$ cat config.mk
export PLATFORM = sky130hd
export DESIGN_NAME = data_memo_arbiter_flat
export DESIGN_NICKNAME = d
export VERILOG_FILES = /design/src/rtl/data_memo_arbiter_if.sv /design/src/rtl/data_memo_arbiter.sv /design/src/flat_wrapper.sv
export SDC_FILE = /design/constraint.sdc
export NUM_CORES = 1
export LEC_CHECK = 0
export CORE_AREA = 3 3 115 117
export CTS_BUF_LIST = sky130_fd_sc_hd__clkbuf_2
export CTS_CLUSTER_DIAMETER = 60
export DETAILED_ROUTE_END_ITERATION = 12
export DIE_AREA = 0 0 118 120
export PLACE_DENSITY = 0.72
export SYNTH_ARGS = -nofsm -noshare
export SYNTH_HDL_FRONTEND = slang
export SYNTH_SLANG_ARGS = --single-unit
$ cat constraint.sdc
create_clock -name clk -period 2.5 [get_ports clk]
set_input_delay 0.5 -clock clk [delete_from_list [all_inputs] [get_ports clk]]
set_output_delay 0.5 -clock clk [all_outputs]
set_load 0.02 [all_outputs]
$ cat src/rtl/data_memo_arbiter_if.sv
// Requester-side handshake bundle for the data-memory arbiter: request/payload in,
// same-cycle grant and registered completion out.
interface data_memo_arbiter_if;
    localparam int unsigned BUS_W = 32;

    logic             req;
    logic             we;
    logic             lock;
    logic [BUS_W-1:0] addr;
    logic [BUS_W-1:0] wdata;
    logic             gnt;
    logic             rvalid;
    logic [BUS_W-1:0] rdata;
    logic             err;

    modport master (
        output req, we, lock, addr, wdata,
        input  gnt, rvalid, rdata, err
    );

    modport slave (
        input  req, we, lock, addr, wdata,
        output gnt, rvalid, rdata, err
    );
endinterface

$ cat src/rtl/data_memo_arbiter.sv
// Round-robin arbiter with bounded lock that shares one data memory between the
// core load/store path (r0) and the debug/DMA path (r1).
module data_memo_arbiter #(
    parameter int unsigned LOCK_MAX = 8,
    parameter int unsigned DEPTH    = 32
) (
    input  logic                  clk,
    input  logic                  rst_n,
    data_memo_arbiter_if.slave    r0,
    data_memo_arbiter_if.slave    r1,
    output logic [31:0]           mem_address,
    output logic [31:0]           mem_input_data,
    output logic                  mem_enable_read,
    output logic                  mem_enable_write,
    input  logic [31:0]           mem_read_data
);
    localparam int unsigned BUS_W = 32;
    localparam int unsigned CNT_W = 4;
    localparam logic [CNT_W-1:0] CNT_MAX = CNT_W'(LOCK_MAX);

    typedef enum logic [1:0] {
        IDLE  = 2'd0,
        LOCK0 = 2'd1,
        LOCK1 = 2'd2
    } state_t;

    state_t           state;
    state_t           state_nxt;
    logic             prio;
    logic             prio_nxt;
    logic [CNT_W-1:0] lock_cnt;
    logic [CNT_W-1:0] lock_cnt_nxt;
    logic             gnt0_c;
    logic             gnt1_c;
    logic             in_range0_c;
    logic             in_range1_c;

    assign in_range0_c = (r0.addr < BUS_W'(DEPTH));
    assign in_range1_c = (r1.addr < BUS_W'(DEPTH));

    // State, round-robin pointer and lock counter
    always_ff @(posedge clk) begin
        if (!rst_n) begin
            state    <= IDLE;
            prio     <= 1'b0;
            lock_cnt <= '0;
        end else begin
            state    <= state_nxt;
            prio     <= prio_nxt;
            lock_cnt <= lock_cnt_nxt;
        end
    end

    // Grant selection and next-state; grants are forced low while reset is held
    always_comb begin
        state_nxt    = state;
        prio_nxt     = prio;
        lock_cnt_nxt = lock_cnt;
        gnt0_c       = 1'b0;
        gnt1_c       = 1'b0;

        case (state)
            IDLE: begin
                if (r0.req && (!r1.req || !prio)) begin
                    gnt0_c = 1'b1;
                end else if (r1.req) begin
                    gnt1_c = 1'b1;
                end
                if (gnt0_c) begin
                    prio_nxt = 1'b1;
                    if (r0.lock && (LOCK_MAX > 1)) begin
                        state_nxt    = LOCK0;
                        lock_cnt_nxt = CNT_W'(1);
                    end
                end else if (gnt1_c) begin
                    prio_nxt = 1'b0;
                    if (r1.lock && (LOCK_MAX > 1)) begin
                        state_nxt    = LOCK1;
                        lock_cnt_nxt = CNT_W'(1);
                    end
                end
            end
            LOCK0: begin
                prio_nxt = 1'b1;
                if (!r0.req) begin
                    state_nxt    = IDLE;
                    lock_cnt_nxt = '0;
                end else begin
                    gnt0_c       = 1'b1;
                    lock_cnt_nxt = lock_cnt + CNT_W'(1);
                    if (!r0.lock || (lock_cnt_nxt >= CNT_MAX)) begin
                        state_nxt    = IDLE;
                        lock_cnt_nxt = '0;
                    end
                end
            end
            LOCK1: begin
                prio_nxt = 1'b0;
                if (!r1.req) begin
                    state_nxt    = IDLE;
                    lock_cnt_nxt = '0;
                end else begin
                    gnt1_c       = 1'b1;
                    lock_cnt_nxt = lock_cnt + CNT_W'(1);
                    if (!r1.lock || (lock_cnt_nxt >= CNT_MAX)) begin
                        state_nxt    = IDLE;
                        lock_cnt_nxt = '0;
                    end
                end
            end
            default: begin
                state_nxt    = IDLE;
                lock_cnt_nxt = '0;
            end
        endcase

        if (!rst_n) begin
            gnt0_c = 1'b0;
            gnt1_c = 1'b0;
        end
    end

    assign r0.gnt = gnt0_c;
    assign r1.gnt = gnt1_c;

    // Memory pin mux; out-of-range accesses never enable the array
    always_comb begin
        mem_address      = '0;
        mem_input_data   = '0;
        mem_enable_read  = 1'b0;
        mem_enable_write = 1'b0;
        if (gnt0_c) begin
            mem_address      = r0.addr;
            mem_input_data   = r0.wdata;
            mem_enable_read  = !r0.we && in_range0_c;
            mem_enable_write = r0.we && in_range0_c;
        end else if (gnt1_c) begin
            mem_address      = r1.addr;
            mem_input_data   = r1.wdata;
            mem_enable_read  = !r1.we && in_range1_c;
            mem_enable_write = r1.we && in_range1_c;
        end
    end

    // Completion registers, one cycle after the grant
    always_ff @(posedge clk) begin
        if (!rst_n) begin
            r0.rvalid <= 1'b0;
            r0.rdata  <= '0;
            r0.err    <= 1'b0;
            r1.rvalid <= 1'b0;
            r1.rdata  <= '0;
            r1.err    <= 1'b0;
        end else begin
            r0.rvalid <= gnt0_c;
            r0.rdata  <= (gnt0_c && !r0.we && in_range0_c) ? mem_read_data : '0;
            r0.err    <= gnt0_c && !in_range0_c;
            r1.rvalid <= gnt1_c;
            r1.rdata  <= (gnt1_c && !r1.we && in_range1_c) ? mem_read_data : '0;
            r1.err    <= gnt1_c && !in_range1_c;
        end
    end
endmodule

$ cat src/flat_wrapper.sv
// flat-port wrapper written by rule: the top's interface ports become plain ports
module data_memo_arbiter_flat 
#(
    parameter int unsigned LOCK_MAX = 8,
    parameter int unsigned DEPTH    = 32
)
  (clk, rst_n, mem_address, mem_input_data, mem_enable_read, mem_enable_write, mem_read_data, r0_req, r0_we, r0_lock, r0_addr, r0_wdata, r0_gnt, r0_rvalid, r0_rdata, r0_err, r1_req, r1_we, r1_lock, r1_addr, r1_wdata, r1_gnt, r1_rvalid, r1_rdata, r1_err);
  data_memo_arbiter_if r0_i ();
  data_memo_arbiter_if r1_i ();
  input  logic clk;
  input  logic rst_n;
  output logic [31:0] mem_address;
  output logic [31:0] mem_input_data;
  output logic mem_enable_read;
  output logic mem_enable_write;
  input  logic [31:0] mem_read_data;
  input wire logic [$bits(r0_i.req)-1:0] r0_req;
  input wire logic [$bits(r0_i.we)-1:0] r0_we;
  input wire logic [$bits(r0_i.lock)-1:0] r0_lock;
  input wire logic [$bits(r0_i.addr)-1:0] r0_addr;
  input wire logic [$bits(r0_i.wdata)-1:0] r0_wdata;
  output wire logic [$bits(r0_i.gnt)-1:0] r0_gnt;
  output wire logic [$bits(r0_i.rvalid)-1:0] r0_rvalid;
  output wire logic [$bits(r0_i.rdata)-1:0] r0_rdata;
  output wire logic [$bits(r0_i.err)-1:0] r0_err;
  input wire logic [$bits(r1_i.req)-1:0] r1_req;
  input wire logic [$bits(r1_i.we)-1:0] r1_we;
  input wire logic [$bits(r1_i.lock)-1:0] r1_lock;
  input wire logic [$bits(r1_i.addr)-1:0] r1_addr;
  input wire logic [$bits(r1_i.wdata)-1:0] r1_wdata;
  output wire logic [$bits(r1_i.gnt)-1:0] r1_gnt;
  output wire logic [$bits(r1_i.rvalid)-1:0] r1_rvalid;
  output wire logic [$bits(r1_i.rdata)-1:0] r1_rdata;
  output wire logic [$bits(r1_i.err)-1:0] r1_err;
  assign r0_i.req = r0_req;
  assign r0_i.we = r0_we;
  assign r0_i.lock = r0_lock;
  assign r0_i.addr = r0_addr;
  assign r0_i.wdata = r0_wdata;
  assign r0_gnt = r0_i.gnt;
  assign r0_rvalid = r0_i.rvalid;
  assign r0_rdata = r0_i.rdata;
  assign r0_err = r0_i.err;
  assign r1_i.req = r1_req;
  assign r1_i.we = r1_we;
  assign r1_i.lock = r1_lock;
  assign r1_i.addr = r1_addr;
  assign r1_i.wdata = r1_wdata;
  assign r1_gnt = r1_i.gnt;
  assign r1_rvalid = r1_i.rvalid;
  assign r1_rdata = r1_i.rdata;
  assign r1_err = r1_i.err;
  data_memo_arbiter #(.LOCK_MAX(LOCK_MAX), .DEPTH(DEPTH)) u_core (.clk(clk), .rst_n(rst_n), .r0(r0_i), .r1(r1_i), .mem_address(mem_address), .mem_input_data(mem_input_data), .mem_enable_read(mem_enable_read), .mem_enable_write(mem_enable_write), .mem_read_data(mem_read_data));
endmodule
Word-level counts from Yosys, hierarchy flattened
Cells that the tools add are included.
- output and inout port bits: 136
- flip-flop bits (word level): 75
- reduce and logical (&&, ||, !) cells: 29
- eq/ne operators: 7
- muxes and demuxes: 39
- magnitude comparators: 3
- $add $sub $neg: 1
- operators with widths (kind ; number):
    2-to-1 mux 32 bit ; 4
    less-than comparator 32 x 6 -> 1 bit (second input constant) ; 2
    2-to-1 mux 4 bit ; 8
    2-to-1 mux 2 bit ; 8
    2-to-1 mux 1 bit ; 14
    one-hot mux 4 bit (3 select lines) ; 1
    logical AND 1 bit ; 11
    != test 3 x 2 -> 1 bit (second input constant) ; 3
    logical NOT 1 bit ; 8
    one-hot mux 2 bit (3 select lines) ; 1
    AND reduction 2 bit ; 3
    AND reduction 5 bit ; 1
    adder 4 x 1 -> 4 bit (second input constant) ; 1
    >= comparator 4 bit (second input constant) ; 1
    one-hot mux 1 bit (2 select lines) ; 2
    logical OR 1 bit ; 3
    != test 3 x 1 -> 1 bit (second input constant) ; 1
    != test 3 bit (second input constant) ; 1
    one-hot mux 1 bit (3 select lines) ; 1
    AND reduction 3 bit ; 1
    nonzero test 3 bit ; 1
    equality test 2 x 1 -> 1 bit (second input constant) ; 1
    equality test 2 bit (second input constant) ; 1
    logical NOT 2 bit ; 1

Logic depth before layout (Yosys ltp)
- word-level depth: 10
- mapped depth: 10
- gate-level depth less buffers: 7

Worst setup path before layout
Ideal clock, no wire load.
- path type: register to output
- start point: reg u_core.state[0]
- end point: out mem_address[12]
- cell stages (with the launch flop): 11
- arrival time: 1.956 ns
- slack: 0.044 ns
- required time: 2.000 ns
- cell sequence: dfxtp_1 > inv_1 > ha_1 > buf_2 > and3_1 > a32oi_4 > inv_2 > and2_4 > buf_6 > buf_6 > a22o_1
- word-level cells in the longest chain between the ends: 5
- RTL lines (element ; line ; RTL):
    from (decl) ; data_memo_arbiter.sv:27 ; state_t state;
    from (signal assigned) ; data_memo_arbiter.sv:48 ; state <= state_nxt;
    equality test 2 bit / logical NOT 2 bit (equally long branches) ; data_memo_arbiter.sv:62 ; case (state)
    one-hot mux 1 bit (2 select lines) (*) ; data_memo_arbiter.sv:62 ;
    2-to-1 mux 1 bit (*) ; data_memo_arbiter.sv:117 ; if (!rst_n) begin
    named net r1_gnt ; flat_wrapper.sv:31 ; output wire logic [$bits(r1_i.gnt)-1:0] r1_gnt;
    2-to-1 mux 32 bit (*) ; data_memo_arbiter.sv:137 ; end else if (gnt1_c) begin
    2-to-1 mux 32 bit (*) ; data_memo_arbiter.sv:132 ; if (gnt0_c) begin
    to (decl) ; flat_wrapper.sv:12 ; output logic [31:0] mem_address;
The timed path passes the listed nets; every way through them passes the cells marked *.

Worst setup path after layout
- start point: reg u_core.state[0]
- end point: out mem_address[19]
- word-level cells in the longest chain between the ends: 5
- RTL lines (element ; line):
    equality test 2 bit / logical NOT 2 bit (equally long branches) ; data_memo_arbiter.sv:62
    one-hot mux 1 bit (2 select lines) ; data_memo_arbiter.sv:62
    2-to-1 mux 1 bit ; data_memo_arbiter.sv:117
    2-to-1 mux 32 bit ; data_memo_arbiter.sv:137
    2-to-1 mux 32 bit (*) ; data_memo_arbiter.sv:132
Mark *: on every way between the ends. The rest lies on a longest branch, timed or not.

==> results.tsv <==
stage	metric	value	unit
synth	Yosys top cell by area	dfxtp_1	
final_layout	ant diodes	0	
synth	cell count after synthesis	308	
global_route	vias in the first global route	3968	
critical_path	crit path launch type	register	
sta	post-layout min period	2750	ps
final_layout	Final Instance Area	6950	um^2
clock_network	Clk pin slew, worst setup/hold paths	220	ps
clock_network	CTS tree	done	
critical_path	CP Data Required Time	2000	ps
global_route	initial antenna violation count	0	
synth	synth unique cells	41	
clock_network	CTS root buffer	clkbuf_2	
power	leak pwr	2.91	nW
critical_path	arrival time worst endpoint	2250	ps
global_route	largest net degree at the start of global routing	33	
die	Die W	118	um
routing	drt drc	0	
global_route	global-route wire length before repair	21.9	mm
routing	DRT antenna net count	0	
critical_path	slowest cell on the critical path	dfxtp_2	
placed_design	I/O Buffers	303	
routing	DR vias	3814	
clock_network	worst-skew pair later-pin latency	490	ps
routing	Routed WL per cell	17.8	um
outcome	failing checks	negative setup slack	
synth	top cells by area, synth	dfxtp_1, a22o_1, and2_1	
clock_network	TritonCTS buffer count	9	
die	Die Y	120	um
sta	Final Hold Viols	0	
die	core area	12500	um^2
die	Initial Util	25.6	%
synth	syn_area_per_cell	10.4	um^2
synth	register bit total from synthesis	75	
min_path	Hold WC Path Type	reg -> reg	
placed_design	GPL Wtd Cong	0.919	
sta	clk_skew	18.0	ps
final_layout	Layout area overhead	118	%
critical_path	sum of buffers and inverters on the critical path	4	
power	peak supply drop	0.000231	V
run	number of max-cap violations	0	
synth	Mapped Area	3190	um^2
final_layout	share of layout cells above drive strength 1	24.8	%
power	pwr dens	491	nW/um^2
critical_path	CP endpoint kind	output pin	
sta	Rel. slew slack	68.3	%
sta	Min Hold Slack	517	ps
placed_design	hpwl dp	11.8	mm
synth	share of the synthesized area in the top cell type	47.0	%
die	full die area	14200	um^2
sta	fmax	364	MHz
final_layout	Layout Utilization	55.8	%
sta	worst setup margin	-249	ps
sta	Final period util	110	%
routing	DRT iter0 DRCs	171	
critical_path	crit path kind	reg -> out	
routing	Vias per Instance	4.60	
final_layout	commonest non-fill, non-tap cell in the layout	clkdlybuf4s50_1	
global_route	total grt overflow	0	
critical_path	CP max stage delay	400	ps
sta	pin slew with the least headroom to its limit	475	ps
clock_network	hold buffers post-CTS	0	
die	FP Rows	41	
placed_design	Area after DPL	6650	um^2
die	IO Pins	304	
critical_path	CP delay by family, top	buffers and inverters	
clock_network	CTS Sinks	75	
sta	Max Slew Vio Count	0	
sta	count of final setup violators	66	
synth	Syn Nets	481	
placed_design	pre-CTS WS	-758	ps
synth	register area share after synthesis	47.0	%
final_layout	most frequent cells in the layout	clkdlybuf4s50_1, dfxtp_1, and2_1	
routing	DRT Pass-1 Iters	4	
power	overall power	3.42	mW
critical_path	CP Max Fanout	12	
global_route	total track usage	19.9	%
sta	RSZ-0062 raised after global routing	yes	
clock_network	H-tree level count	3	
outcome	status	finished with violations	
routing	WL final	14.8	mm
final_layout	Final nets	825	
critical_path	critical path, cell by cell	inv_4 -> ha_4 -> and3_4 -> a32oi_4 -> inv_2 -> and2_4 -> buf_12 -> a22o_1 -> buf_6	
clock_network	Bufs on Longest Clock Path	2	
synth	warnings from Yosys	0	
## worst reg2reg max path, cell delays in order (launching register included)
cell,delay (ps)
dfxtp_2,370
inv_2,70
ha_4,150
a21boi_4,220
o211ai_4,110
buf_6,130
buf_6,110
nor4_4,230
buf_4,170
buf_4,270
and2_1,190
## path summary, 6_finish.rpt
kind	start	endpoint	slack [ps]	cells after the start
max	u_core.state[0]	mem_address[19]	-250	9
min	u_core.lock_cnt[3]	u_core.lock_cnt[3]	520	1
max reg2reg	u_core.state[1]	u_core.r0.rdata[5]	420	10
min reg2reg	u_core.lock_cnt[3]	u_core.lock_cnt[3]	520	1
## sequential cells by signal, indices dropped and copies added, names as in the netlist
| register | flops |
|---|---|
| u_core.prio | 1 |
| u_core.state | 2 |
| u_core.lock_cnt | 4 |
| u_core.r1.rvalid | 1 |
| u_core.r1.err | 1 |
| u_core.r0.rdata | 32 |
| u_core.r0.rvalid | 1 |
| u_core.r1.rdata | 32 |
| u_core.r0.err | 1 |
## metrics by stage
stage               TNS (ps)  std cells
floorplan                  0        308
finish                -13250        829
detailed placement    -38550        803
global placement      -36720        803
CTS                   -17820        828
global route          -23380        829
## synth_stat cells (all sizes together)
library cell and n:
mux2i 1, a32oi 1, a21boi 1, clkbuf 4
buf 18, nor3 3, nor4 14, o221ai 1
and3 2, a21o 1, a32o 1, a21bo 1
a221oi 2, a22o 64, ha 5, nand2 5
nor3b 1, a21oi 3, a211oi 1, nand3b 1
nand3 7, nor2 8, and2 65, inv 9
o211ai 3, o21ai 1, nor2b 1, a31oi 1
a22oi 1, a31o 1, o41ai 1, nand4b 1
nand4 3, o221a 1, dfxtp 75
## power by group
| part | leakage, nW | switching, mW | internal (mW) | total (mW) |
|---|---|---|---|---|
| registers | 0.606 | 0.0230 | 1.23 | 1.25 |
| clock network | 0.0627 | 0.457 | 0.151 | 0.608 |
| logic | 2.24 | 0.709 | 0.849 | 1.56 |
| total | 2.91 | 1.19 | 2.23 | 3.42 |
## layout make-up
type | instances | area [um^2]
Clock inverter | 7 | 60.1
Inverter | 9 | 38.8
Clock buffer | 9 | 45.0
Fill cell | 1114 | 5520
Sequential cell | 75 | 1500
Multi-Input combinational cell | 203 | 1630
Tap cell | 172 | 215
Timing Repair Buffer | 354 | 3460
## what timing repair did
action | CTS | global route
setup buffers | 3 | 1
pin swaps | 9 | 4
gates cloned | 6 | 0
gates resized for setup | 318 | 41
endpoints found under the setup margin | 68 | 68
hold endpoints to repair | 0 | 0
## layer usage
metal,global-route usage [%],wire (um),share of wire [%],vias to the layer above
li1,-,-,-,1824
met1,20.2,5190,35,1766
met2,37.9,7980,54,196
met3,6.79,1220,8.2,28
met4,6.67,400,2.7,0
met5,0,0,0,-
## cell families after synthesis
group                    count (synthesis)  share of synthesized area (%)
AO/OA/AOI/OAI                           85                           23.6
adder cells (fa/ha/maj)                  5                           1.96
buffers and inverters                   31                           5.64
flip-flops                              75                           47.0
multiplexers                             1                          0.313
AND/OR/NAND/NOR                        111                           21.5
Note: power is estimated with default switching activity, not from simulation.
